### src/rtl/hazard_stall_controller.sv
// Pipeline hazard / stall controller.
// Freezes the whole pipeline for MEM_WAIT_CYCLES cycles on each data-memory
// access. It also resolves data hazards in ID and flushes on taken branches.
// Optional macro FORWARDING_EN: when defined, only load-use hazards against
// EXE stall, because the datapath forwards all other results.
module hazard_stall_controller #(
  parameter int MEM_WAIT_CYCLES = 5
) (
  input  logic        clk,
  input  logic        rst,
  input  logic [3:0]  src1,
  input  logic [3:0]  src2,
  input  logic        two_src,
  input  logic [3:0]  exe_dest,
  input  logic        exe_wb_en,
  input  logic        exe_mem_read,
  input  logic [3:0]  mem_dest,
  input  logic        mem_wb_en,
  input  logic        mem_req,
  input  logic        branch_taken,
  output logic        freeze_pc,
  output logic        freeze_if_id,
  output logic        bubble_id,
  output logic        flush,
  output logic        freeze_all,
  output logic        mem_ready,
  output logic [15:0] stall_cycles
);

  typedef enum logic [1:0] {IDLE, MEM_BUSY, MEM_DONE} state_t;

  // The IDLE request cycle and the final MEM_BUSY cycle at cnt==0 are both
  // frozen, so the counter is loaded two short of the wait length.
  localparam logic [3:0] CNT_INIT = 4'(MEM_WAIT_CYCLES - 2);

  state_t      state, state_nxt;
  logic [3:0]  cnt, cnt_nxt;
  logic [15:0] stall_q;
  logic        hazard;
  logic        frz_all_c, rdy_c, fpc_c, fifid_c, bub_c, flush_c;

`ifdef FORWARDING_EN
  // Only a load in EXE cannot be forwarded in time.
  assign hazard = exe_mem_read & exe_wb_en &
                  ((src1 == exe_dest) | (two_src & (src2 == exe_dest)));
  logic unused_mem_in;
  assign unused_mem_in = ^{mem_dest, mem_wb_en};
`else
  // Without forwarding, any pending write in EXE or MEM blocks the ID read.
  assign hazard = (exe_wb_en & ((src1 == exe_dest) | (two_src & (src2 == exe_dest)))) |
                  (mem_wb_en & ((src1 == mem_dest) | (two_src & (src2 == mem_dest))));
  logic unused_exe_rd;
  assign unused_exe_rd = exe_mem_read;
`endif

  // Memory-access FSM: next state, counter and freeze/ready flags.
  always_comb begin
    state_nxt = state;
    cnt_nxt   = cnt;
    frz_all_c = 1'b0;
    rdy_c     = 1'b0;
    case (state)
      IDLE: begin
        if (mem_req) begin
          frz_all_c = 1'b1;
          state_nxt = MEM_BUSY;
          cnt_nxt   = CNT_INIT;
        end
      end
      MEM_BUSY: begin
        frz_all_c = 1'b1;
        if (cnt == 4'd0) state_nxt = MEM_DONE;
        else             cnt_nxt   = cnt - 4'd1;
      end
      MEM_DONE: begin
        rdy_c     = 1'b1;
        state_nxt = IDLE;
      end
      default: state_nxt = IDLE;
    endcase
  end

  // Control priority: memory freeze, then taken branch, then data hazard.
  always_comb begin
    fpc_c   = 1'b0;
    fifid_c = 1'b0;
    bub_c   = 1'b0;
    flush_c = 1'b0;
    if (frz_all_c) begin
      fpc_c   = 1'b1;
      fifid_c = 1'b1;
    end else if (branch_taken) begin
      flush_c = 1'b1;
    end else if (hazard) begin
      fpc_c   = 1'b1;
      fifid_c = 1'b1;
      bub_c   = 1'b1;
    end
  end

  // All outputs are held low while reset is asserted.
  assign freeze_all   = ~rst & frz_all_c;
  assign mem_ready    = ~rst & rdy_c;
  assign freeze_pc    = ~rst & fpc_c;
  assign freeze_if_id = ~rst & fifid_c;
  assign bubble_id    = ~rst & bub_c;
  assign flush        = ~rst & flush_c;
  assign stall_cycles = rst ? 16'h0 : stall_q;

  // State register, wait counter and saturating stall counter.
  always_ff @(posedge clk) begin
    if (rst) begin
      state   <= IDLE;
      cnt     <= 4'd0;
      stall_q <= 16'h0;
    end else begin
      state <= state_nxt;
      cnt   <= cnt_nxt;
      if (fpc_c && stall_q != 16'hFFFF) stall_q <= stall_q + 16'd1;
    end
  end

endmodule
### config.mk
export PLATFORM = sky130hd
export DESIGN_NAME = hazard_stall_controller
export DESIGN_NICKNAME = d
export VERILOG_FILES = /design/src/rtl/hazard_stall_controller.sv
export SDC_FILE = /design/constraint.sdc
export NUM_CORES = 1
export LEC_CHECK = 0
export CELL_PAD_IN_SITES_DETAIL_PLACEMENT = 0
export CELL_PAD_IN_SITES_GLOBAL_PLACEMENT = 2
export CORE_AREA = 2 2 79 81
export DETAILED_ROUTE_END_ITERATION = 12
export DIE_AREA = 0 0 81 83
export HOLD_SLACK_MARGIN = 0.1
export PLACE_DENSITY = 0.75
export REMOVE_ABC_BUFFERS = 1
export SLEW_MARGIN = 10
export SYNTH_ARGS = -nofsm -noshare
export SYNTH_HDL_FRONTEND = slang
export SYNTH_SLANG_ARGS = --single-unit
### constraint.sdc
create_clock -name clk -period 2.68 [get_ports clk]
set_clock_uncertainty 0.15 [all_clocks]
set_input_delay 0.536 -clock clk [delete_from_list [all_inputs] [get_ports clk]]
set_output_delay 0.536 -clock clk [all_outputs]
set_load 0.005 [all_outputs]
==> key figures <==
Critical path
  • R2r setup slk: 0.36 ns
  • CP max stage delay: a little under 0.4 ns
  • Crit start category: primary input
  • Critical path data arrival time: about 1.9 ns
  • Crit. Startpoint: src1[3]
  • Critical path fanouts, max: 2
  • Worst path cell trace: dlygate4sd2_1 -> xor2_2 -> nor4_4 -> o41ai_4 -> buf_4 -> a21oi_2 -> buf_2
  • Critical path required time: around 2.0 ns
  • R2r startpoint: stall_q[5]$_SDFFE_PP0P_
  • Crit path kind: primary input to output pin
  • Slowest CP cell: nor4_4
  • CP Capture Point: freeze_pc
  • Setup crit end kind: output pin
  • R2R cell count: 6
  • FF-to-FF End: stall_q[14]$_SDFFE_PP0P_

Clock tree
  • CTS tree: done
  • Root Driver: clkbuf_8
  • H-tree levels: 1
  • Clock Path Buffers: 2
  • Clk slew on worst S/H paths: about 0.080 ns
  • Sink Count: 22
  • Total CTS buffers: 3
  • Clock Latency Late Sink: approximately 0.27 ns

Synthesis
  • Main synth FF type: dfxtp_1
  • Yosys warnings: 0
  • Post-synth ARST share: 0%
  • Distinct cells, synth: 37
  • Synth top area share: approximately 28%
  • Sequential share of the synthesized area: about 28%
  • Top cells by area, synth: dfxtp_1 (28%), mux2_1 (12%), xor2_1 (6.8%)
  • Post-Syn Area: 0.00155 mm2
  • Post-synth EDFFs: 0
  • Syn Inst Count: around 180
  • Synth Area per Inst: 8.55 um2
  • Post-synth top area cell: dfxtp_1
  • #FFs+latches synth: 22

STA
  • Worst Tran Pin Value: ~0.40 ns
  • Fmax: roughly 380 MHz
  • Final Setup Violations: 0
  • Period utilisation layout: roughly 97%
  • Slew margin rel.: roughly three quarters
  • Setup TNS: 0 ns
  • Slew Limit Fails: 0
  • Final hold viol count: 0
  • Final hold slack: approximately 0.40 ns
  • RSZ-0062 raised after global routing: yes
  • Period minus WS final: about 2.6 ns

Placed design
  • PortBufs: 44
  • Post-Place Cell Area: 0.00218 mm2
  • # placed instances: just over 300
  • RD Place Congestion: 0.709
  • Final HPWL DP: roughly 3100 um

GRT
  • GR peak layer: met2
  • Met1 global-route usage: about 17%
  • Global Route Usage Sum: approximately an eighth
  • Antenna violations before repair: 0
  • Largest net degree at the start of global routing: 29
  • Met3 usage: under 10%
  • Gr ovfl total: 0
  • M2 GR Usage: 21.6%
  • Vias in the first global route: around 1,500
  • First-pass GRT wire length: between 6000 and 7000 um

Worst hold path
  • HP Class: flip-flop to flip-flop

Detailed routing
  • Detailed Route WL: 4450 um
  • Post-route ant nets: 0
  • Vias: 1,493
  • DR WL/cell: between 10 and 15 um
  • DRT iter0 DRCs: 56
  • Detailed Routing Iterations Pass 1: 4
  • DRC: 0
  • Vias per cell: between 4 and 5

Flow run
  • Max-cap violations: 0

Layout
  • FILL cells: roughly 630
  • N_diodes: 0
  • Multi-input logic area: approximately 0.0012 mm2
  • Net count, final: 270
  • Syn-to-layout area delta: 56.8%
  • Non-Filler Instances: between 300 and 400
  • Design Area, Final: 0.00243 mm2
  • Register area: ~440 um2
  • Share of post-route cells with drive strength above 1: 26.4%

Power and ir drop
  • Pwr dens: approximately 390 mW/mm2
  • Peak VDD IR: roughly 170 uV
  • Leakage power: 0.996 nW

Outcome
  • Outcome: completed

Die
  • DIE WIDTH: 81 um
  • Boundary Pins: 46
  • Die Area: ~0.0067 mm2
  • CORE AREA: 0.00582 mm2
  • Core Rows: 28
  • Starting Density: between 20% and 30%
  • Die height: approximately 83 um
## metrics by stage
stage          total power [mW]  setup slack [ns]  util [%]
4_1_cts                   0.956           0.00234      40.9
2_1_floorplan             0.490             0.283         -
3_5_place_dp              0.616            -0.665      37.5
6_report                  0.952            0.0717      41.7
3_3_place_gp              0.618            -0.605      37.5
5_1_grt                    1.01          -0.00752      41.7
## cells in the mapped netlist (2+ instances only)
cell / count
o21ai_0: 2
mux2_1: 16
a211oi_1: 12
or3_1: 2
ha_1: 3
nand2_1: 11
nor3_1: 4
xor2_1: 12
nor2_1: 22
a21oi_1: 4
nand4b_1: 2
clkbuf_1: 7
nor4_2: 3
a2111oi_1: 3
nand3_1: 8
inv_1: 10
nor2b_1: 15
nor3b_1: 2
xnor2_1: 3
o41ai_1: 2
dfxtp_1: 22
## cell type report
type                    count  share of cell area, %
well taps                  75                   3.87
inverters                  10                   1.55
repair buffers             66                   24.9
multi-input cells         140                   48.6
flip-flops and latches     22                   18.1
clock inverters             1                   1.24
clock buffers               3                   1.70
## worst min path at each step
stage	startpoint	to	slack (ns)	depth (start not counted)
after floorplan	state[1]$_SDFFE_PP0P_	state[1]$_SDFFE_PP0P_	0.33	1
after global placement	state[1]$_SDFFE_PP0P_	state[1]$_SDFFE_PP0P_	0.38	1
after detailed placement	state[1]$_SDFFE_PP0P_	state[1]$_SDFFE_PP0P_	0.37	1
after CTS	state[1]$_SDFFE_PP0P_	state[1]$_SDFFE_PP0P_	0.39	1
after global routing	state[1]$_SDFFE_PP0P_	state[1]$_SDFFE_PP0P_	0.42	1
final	state[1]$_SDFFE_PP0P_	state[1]$_SDFFE_PP0P_	0.40	1
## critical path, delay by kind of cell
kind            cells  cell delay [ns]
xor+xnor            1             0.17
buf+inv             3             0.56
compound gates      2             0.27
simple gates        1             0.39
## timing repair
item / 4_1_cts / 5_1_grt
resized for setup: 58 / 26
cloned: 0 / 1
endpoints found under the setup margin: 17 / 15
pin swaps: 12 / 9
buffers inserted: 5 / 1
hold endpoints to repair: 0 / 0
hold buffers: 0 / 0
## report_power, final
group          internal (mW)  switching (mW)
registers              0.346          0.0192
clock network          0.200           0.122
logic                  0.128           0.137
## per-layer routing
layer / wire, um / share of wire (%)
met1: 2160 / 48
met2: 2030 / 46
met3: 208 / 4.7
met4: 59 / 1.3
met5: 0 / 0
## cells in the final DEF, fill, tap and decap left out, types with 9 or more instances in the layout
| cell | Yosys | routed |
|---|---|---|
| inv_1 | 10 | 9 |
| clkdlybuf4s50_1 | 0 | 18 |
| mux2_1 | 16 | 15 |
| nor2_1 | 22 | 22 |
| buf_4 | 1 | 17 |
| nand2_1 | 11 | 11 |
| nor2b_1 | 15 | 15 |
| a211oi_1 | 12 | 12 |
| dfxtp_1 | 22 | 22 |
## flip-flops by register name, indices dropped and copies added, names as in the netlist
signal,flops
cnt,4
stall_q,16
state,2
## cells by family after synthesis
group / synth area share [%]
AND/OR/NAND/NOR: 27.9
multiplexers: 11.6
AO/OA/AOI/OAI: 16.2
XOR/XNOR: 8.49
buffers and inverters: 4.93
adder cells (fa/ha/maj): 2.43
flip-flops: 28.5
Note: power is estimated with default switching activity, not from simulation.
